File: src/rtl/five_ch_debounce.sv
// five_ch_debounce
//   Five-channel input conditioner for the three-out-of-five vote logic.
//   Each raw asynchronous input passes through a 2-flop synchroniser. It then goes
//   through a per-channel debounce counter. The result is a clean 5-bit bus
//   (bit0 = in_1 ... bit4 = in_5).
//   A new level is accepted once the synchronised input has disagreed with the
//   accepted level for DB_CYCLES consecutive cycles. Any bounce back to the accepted
//   level restarts the count from zero.
//   change pulses for one cycle whenever clean_out takes a new value. stable is high
//   while every channel is quiescent.
//   Optional feature, macro THREE_OF_FIVE_VOTE_EN: a registered exactly-3-of-5 vote
//   of clean_out on vote_out. Without the macro, vote_out is tied to 0.
module five_ch_debounce #(
    parameter int DB_CYCLES = 8,  // consecutive mismatch cycles to accept a level (>= 1)
    parameter int CNT_W     = 4   // counter width, must hold DB_CYCLES-1
) (
    input  logic       clk,
    input  logic       rst,
    input  logic [4:0] raw_in,
    output logic [4:0] clean_out,
    output logic       change,
    output logic       stable,
    output logic       vote_out
);

    localparam int               N_CH     = 5;
    localparam logic [CNT_W-1:0] CNT_LAST = CNT_W'(DB_CYCLES - 1);

    logic [N_CH-1:0]  sync_1;
    logic [N_CH-1:0]  sync_2;
    logic [N_CH-1:0]  mismatch;
    logic [N_CH-1:0]  clean_nxt;
    logic [CNT_W-1:0] cnt     [N_CH];
    logic [CNT_W-1:0] cnt_nxt [N_CH];

    // A channel is in mismatch while its synchronised level disagrees with the accepted one.
    assign mismatch = sync_2 ^ clean_out;

    // Two-flop synchroniser for the asynchronous raw inputs.
    // NOTE: flops use non-blocking assignments so every stage samples the pre-edge value.
    always_ff @(posedge clk or posedge rst) begin
        if (rst) begin
            sync_1 <= '0;
            sync_2 <= '0;
        end else begin
            sync_1 <= raw_in;
            sync_2 <= sync_1;
        end
    end

    // Debounce next-state: count mismatch cycles, accept the new level on the last one.
    // NOTE: every output of this block gets a default first, so no latch can be inferred.
    always_comb begin
        clean_nxt = clean_out;
        for (int i = 0; i < N_CH; i++) begin
            cnt_nxt[i] = '0;
            if (mismatch[i]) begin
                if (cnt[i] == CNT_LAST) begin
                    clean_nxt[i] = sync_2[i];
                end else begin
                    cnt_nxt[i] = cnt[i] + 1'b1;
                end
            end
        end
    end

    // Debounce state: counters, the accepted levels and the change pulse.
    // NOTE: the counter array is reset explicitly. stable reads it, and a reset mid-count
    // must discard any partial count.
    always_ff @(posedge clk or posedge rst) begin
        if (rst) begin
            for (int i = 0; i < N_CH; i++) begin
                cnt[i] <= '0;
            end
            clean_out <= '0;
            change    <= 1'b0;
        end else begin
            for (int i = 0; i < N_CH; i++) begin
                cnt[i] <= cnt_nxt[i];
            end
            clean_out <= clean_nxt;
            change    <= (clean_nxt != clean_out);
        end
    end

    // Quiescence: no channel in mismatch and no channel with a count in progress.
    always_comb begin
        stable = (mismatch == '0);
        for (int i = 0; i < N_CH; i++) begin
            if (cnt[i] != '0) begin
                stable = 1'b0;
            end
        end
    end

`ifdef THREE_OF_FIVE_VOTE_EN
    // Registered exactly-three-of-five vote over the clean bus.
    always_ff @(posedge clk or posedge rst) begin
        if (rst) begin
            vote_out <= 1'b0;
        end else begin
            vote_out <= ($countones(clean_out) == 3);
        end
    end
`else
    assign vote_out = 1'b0;
`endif

endmodule

File: config.mk
export PLATFORM = sky130hd
export DESIGN_NAME = five_ch_debounce
export DESIGN_NICKNAME = d
export VERILOG_FILES = /design/src/rtl/five_ch_debounce.sv
export SDC_FILE = /design/constraint.sdc
export NUM_CORES = 1
export LEC_CHECK = 0
export BUFFER_PORTS_ARGS = -buffer_cell sky130_fd_sc_hd__buf_4
export CAP_MARGIN = 20
export CORE_ASPECT_RATIO = 1.4
export CORE_MARGIN = 3
export CORE_UTILIZATION = 40
export DETAILED_ROUTE_END_ITERATION = 7
export PLACE_DENSITY = 0.61
export SLEW_MARGIN = 20
export SYNTH_ARGS = -nofsm -noshare
export SYNTH_HDL_FRONTEND = slang
export SYNTH_SLANG_ARGS = --single-unit
File: constraint.sdc
create_clock -name clk -period 2.3 [get_ports clk]
set_input_delay 0.23 -clock clk [delete_from_list [all_inputs] [get_ports clk]]
set_output_delay 0.23 -clock clk [all_outputs]
set_load 0.02 [all_outputs]
==> results of run 1 <==
cells by family after synthesis:
kind of cell / share of synthesized area (%)
AOI/OAI and AO/OA: 0.792
xor gates and xnor gates: 7.92
adders and majority gates: 7.92
buffers and inverters: 3.09
DFF: 57.1
muxes: 6.74
other: 0.237
and+or+nand+nor: 16.2
cell usage in the layout, fill, tap and decap left out, types with 2 or more instances in the layout:
master    instances
ha_1             10
clkbuf_8          6
dfrtp_1          36
xnor2_1           5
nor2_1           21
xnor2_2           5
buf_4            14
clkbuf_1          2
mux2_2            5
nor2b_1           3
o22ai_1           2
nand3b_1          6
mux2i_1           5
inv_1            11
nand2_1           5
nor4_1            2
nand3_1           7
synthesized netlist by cell type:
cell type,n
dfrtp_1,36
nor2_1,21
inv_1,11
ha_1,10
nand3_1,7
nand3b_1,6
mux2_2,5
mux2i_1,5
nand2_1,5
xnor2_1,5
xnor2_2,5
nor2b_1,3
nor4_1,2
o22ai_1,2
and2_1,1
and2b_1,1
and2b_2,1
buf_4,1
conb_1,1
nor4b_1,1
nor4bb_1,1
or3_1,1
per-stage QoR:
| stage | area (um2) | hold slack [ns] | setup slack, ns |
|---|---|---|---|
| detailed placement | 1730 | 0.339 | 0.606 |
| CTS | 1820 | 0.0381 | 0.289 |
| global placement | 1730 | 0.333 | 0.636 |
| floorplan | 1580 | 0.261 | 0.437 |
| global route | 1820 | 0.0307 | 0.159 |
| finish | 1820 | 0.0434 | 0.329 |
flip-flops by register name (all words and copies together) (netlist names):
name       flops
clean_out      5
sync_1         5
change         1
cnt           20
sync_2         5
power breakdown:
| group | switching [mW] | leakage [nW] | total, mW | internal, mW |
|---|---|---|---|---|
| registers | 0.149 | 0.465 | 0.932 | 0.784 |
| logic | 0.316 | 0.409 | 0.632 | 0.316 |
| clock network | 0.211 | 0.0455 | 0.455 | 0.244 |
metal layers:
| layer | track usage (%) | wire [um] | part of all wire, % | up-vias |
|---|---|---|---|---|
| li1 | - | - | - | 464 |
| met1 | 13.9 | 1050 | 41 | 476 |
| met2 | 21.5 | 1330 | 52 | 15 |
| met3 | 4.34 | 106 | 4.2 | 7 |
| met4 | 6.12 | 57 | 2.2 | 0 |
| met5 | 0 | 0 | 0 | - |
worst paths after layout:
check	startpoint	end	depth (start not counted)
max	cnt[12]	stable	6
min	rst	sync_2[0]	3
max reg2reg	cnt[16]	change	4
min reg2reg	sync_1[2]	sync_2[2]	0
max in group asynchronous	rst	sync_2[3]	3
min in group clk	raw_in[0]	sync_1[0]	1
worst max-delay path: stages, from the launching register on:
cell and delay [ns]:
dfrtp_1 0.40, inv_1 0.08, ha_1 0.13, nor4bb_1 0.25
nand3_1 0.10, nor4_1 0.30, buf_4 0.20
layout make-up:
class                           count  area share (%)
Sequential cell                    36            49.5
Tap cell                           42            2.89
Clock buffer                        8            4.95
Multi-Input combinational cell     83            34.6
Timing Repair Buffer               14            5.78
Inverter                           11            2.27
==> reports/summary.txt, run 1 <==
Status - complete, no violations
Wirelength per Cell - 13.1 um
Clock Latency Late Sink - 0.28 ns
First-pass GRT wire length - 4450 um
GR Overflow Total - 0
Yosys top cell area share - 57.1%
Worst endpoint required time - 2.07 ns
Htree depth - 2
Synth top area cells - dfrtp_1, ha_1, xnor2_2, nor2_1, mux2_2
Critical path class - reg -> out
Final hold violation count - 0
CTS resizes - 0
Detailed Route Iter0 Violations - 34
Synth unique cells - 22
Setup violators final - 0
Final Cycle Share - 85.7%
Register Area - 901 um2
Die W - 59.1 um
Clk_skew - 0.00213 ns
Register area share after synthesis - 57.1%
CP Launch Type - flip-flop
Multi-input gate area - 629 um2
Drt drc - 0
PortBufs - 13
Worst reg2reg setup slack - 0.93 ns
Share of layout cells above drive strength 1 - 20.4%
Mapped Nets - 148
Initial antenna violation count - 0
Design Power - 2.02 mW
RSZ-0062 raised after global routing - false
Finished Layout Cells - 194
Die Ht - 80.3 um
Yosys reg bits - 36
Placed cell count - 186
Area leader, netlist - dfrtp_1
Post-layout min period - 1.97 ns
Final #Nets - 168
Achievable Freq - 507 MHz
WL final - 2550 um
Filler cell count - 342
Via density - 4.96
Via count - 962
FP Rows - 26
Hold_buf cts - 0
Post-synthesis cell count - 131
Clk root buf - clkbuf_8
Post-CTS Setup Bufs - 0
Synthesized area - 1580 um2
Data arrival, critical path - 1.74 ns
DR pass1 iterations - 4
Routability cong. - 0.750
Post-route setup TNS - 0 ns
CTS buffer count - 5
Leakage Power - 0.920 nW
GRT Total Usage - 12.7%
Area of the core - 3710 um2
Power density over the cells - 1110 nW/um2
Final core utilization - 49.1%
Worst Path Max Fanout - 3
Maximum ir drop on the vdd rail - 0.000586 V
Clock Sinks - 36
Synth warn - 0
Max-cap check violation count - 0
Final Max Tran Viols - 0
Initial Util - 42.6%
Worst setup EP type - output pin
Die area - 4750 um2
Largest net degree at the start of global routing - 37
DP Wirelength - 1900 um
Average size of a mapped cell - 12.1 um2
TritonCTS clock tree - done
Clock Pin Slew Worst Setup and Hold Paths - 0.07 ns
N_diodes - 0
Hold Path Class - in -> async
Antenna viol nets, final - 0
Clock tree buffer depth - 2
# IOs - 15
Area delta synth->final - 15.2%
Vias in the first global route - 1040
Note: power is estimated with default switching activity, not from simulation.
==> run 2: changes to the inputs <==
- CELL_PAD_IN_SITES_DETAIL_PLACEMENT: default -> 1
- CELL_PAD_IN_SITES_GLOBAL_PLACEMENT: default -> 1
- CTS_CLUSTER_DIAMETER: default -> 50
- PLACE_DENSITY: 0.61 -> 0.71
==> run 2 against run 1 <==
Net effect:
- sequential share of layout area down 0.41 points
- fmax decreased by 4.5%
- die area unchanged
- routed wire length grew 8.2%
==> reports/summary.txt, run 2 (synthesis gave the netlist of run 1 again) <==
Status - complete, no violations
Post-CTS Setup Bufs - 0 (unchanged)
Place WS - 0.551 ns (-0.0554 ns)
Max-cap check violation count - 0 (unchanged)
Via count - 958 (-0.42%)
Clock Pin Slew Worst Setup and Hold Paths - 0.07 ns (about the same)
Area of the core - 3710 um2 (unchanged)
Maximum ir drop on the vdd rail - 0.000542 V (-7.6%)
Die Ht - 80.3 um (unchanged)
Initial Util - 42.6% (unchanged)
PortBufs - 13 (unchanged)
Post-layout min period - 2.06 ns (+0.0923 ns)
Commonest non-fill, non-tap cell in the layout - dfrtp_1
Largest net degree at the start of global routing - 21 (-43%)
GRT Total Usage - 13.9% (+1.2 points)
DP Wirelength - 2150 um (+13%)
Detailed Route Iter0 Violations - 24 (-29%)
Max reg flops - 20 (unchanged)
DR pass1 iterations - 3 (-1)
TritonCTS clock tree - done
Data arrival, critical path - 1.83 ns (+0.09 ns)
Leakage Power - 0.930 nW (+1.1%)
Vias in the first global route - 1064 (+2.3%)
Achievable Freq - 485 MHz (-4.5%)
CP Launch Type - flip-flop
Power density over the cells - 1100 nW/um2 (-0.53%)
Worst-Margin Slew - 0.681 ns
Wirelength per Cell - 14.2 um (+8.2%)
Setup violators final - 0 (unchanged)
Die W - 59.1 um (unchanged)
Most frequent cells in the layout - dfrtp_1, nor2_1, buf_4, inv_1, ha_1
Routability cong. - 0.744 (-0.81%)
CTS resizes - 0 (unchanged)
Final Cycle Share - 89.7% (+4.0 points)
Clk root buf - clkbuf_8
First-pass GRT wire length - 4860 um (+9.3%)
Placed cell area - 1740 um2 (+0.72%)
Cell area after layout - 1830 um2 (+0.83%)
Post-route setup TNS - 0 ns (unchanged)
Final WS setup - 0.237 ns (-0.0923 ns)
Hold_buf cts - 0 (unchanged)
# IOs - 15 (unchanged)
Initial antenna violation count - 0 (unchanged)
Worst endpoint required time - 2.07 ns (about the same)
Share of layout cells above drive strength 1 - 21.7% (+1.3 points)
Clk_skew - 0.00535 ns (+0.00322 ns)
Top reg by flops - cnt
Area delta synth->final - 16.2%
Die area - 4750 um2 (unchanged)
Max-slew headroom - 54.5%
CTS buffer count - 5 (unchanged)
Clock Latency Late Sink - 0.28 ns (about the same)
Worst Path Max Fanout - 3 (unchanged)
Final #Nets - 168 (unchanged)
Final hold violation count - 0 (unchanged)
FP Rows - 26 (unchanged)
Via density - 4.94 (-0.42%)
Hold Path Class - in -> async
Drt drc - 0 (unchanged)
Antenna viol nets, final - 0 (unchanged)
Worst setup EP type - output pin
Htree depth - 2 (unchanged)
Design Power - 2.03 mW (+0.29%)
WL final - 2760 um (+8.2%)
Clock tree buffer depth - 2 (unchanged)
Hold_ws - 0.0461 ns (+0.00270 ns)
Final Max Tran Viols - 0 (unchanged)
GR Overflow Total - 0 (unchanged)
Clock Sinks - 36 (unchanged)
Critical path class - reg -> out
RSZ-0062 raised after global routing - false
N_diodes - 0 (unchanged)
-- run 2: area by class of cell --
type	count	area (um2)
fill	410	1870
sequential	36	901
multi-input combinational	83	629
timing repair buffer	14	118
clock buffer	6	82.6
tap	42	52.6
inverter	11	41.3
clock inverter	2	10.0
-- run 2: critical path: stages, from the launching register on --
cell,delay (ns)
dfrtp_1,0.40
inv_1,0.08
ha_1,0.15
nor4bb_1,0.28
nand3_1,0.11
nor4_1,0.32
buf_4,0.20
-- run 2: report_power, final --
| group | internal (mW) | total [mW] | switching [mW] |
|---|---|---|---|
| sequential | 0.784 | 0.932 | 0.148 |
| clock | 0.239 | 0.453 | 0.214 |
| combinational | 0.317 | 0.640 | 0.323 |
| total | 1.34 | 2.03 | 0.685 |
-- run 2: routing by layer --
layer / global-route usage, % / vias to the layer above / wire, um
li1: - / 464 / -
met5: 0 / - / 0
met2: 22.5 / 12 / 1490
met3: 3.86 / 6 / 86
met4: 6.12 / 0 / 57
met1: 17.0 / 476 / 1120
-- run 2: path summary, 6_finish.rpt --
check	end	depth (start not counted)	slack, ns	start
worst max-delay path	stable	6	0.24	cnt[12]
worst min-delay path	sync_1[0]	2	0.05	rst
worst max register to register	change	4	0.93	cnt[12]
worst min register to register	sync_2[1]	0	0.36	sync_1[1]
max in group asynchronous	sync_2[2]	3	1.71	rst
min in group clk	sync_1[0]	1	0.05	raw_in[0]
-- run 2: stage by stage --
step	util, %	instances
after CTS	49.5	194
after detailed placement	47.0	186
after global routing	49.5	194
final	49.5	194
after floorplan	-	131
after global placement	47.0	186
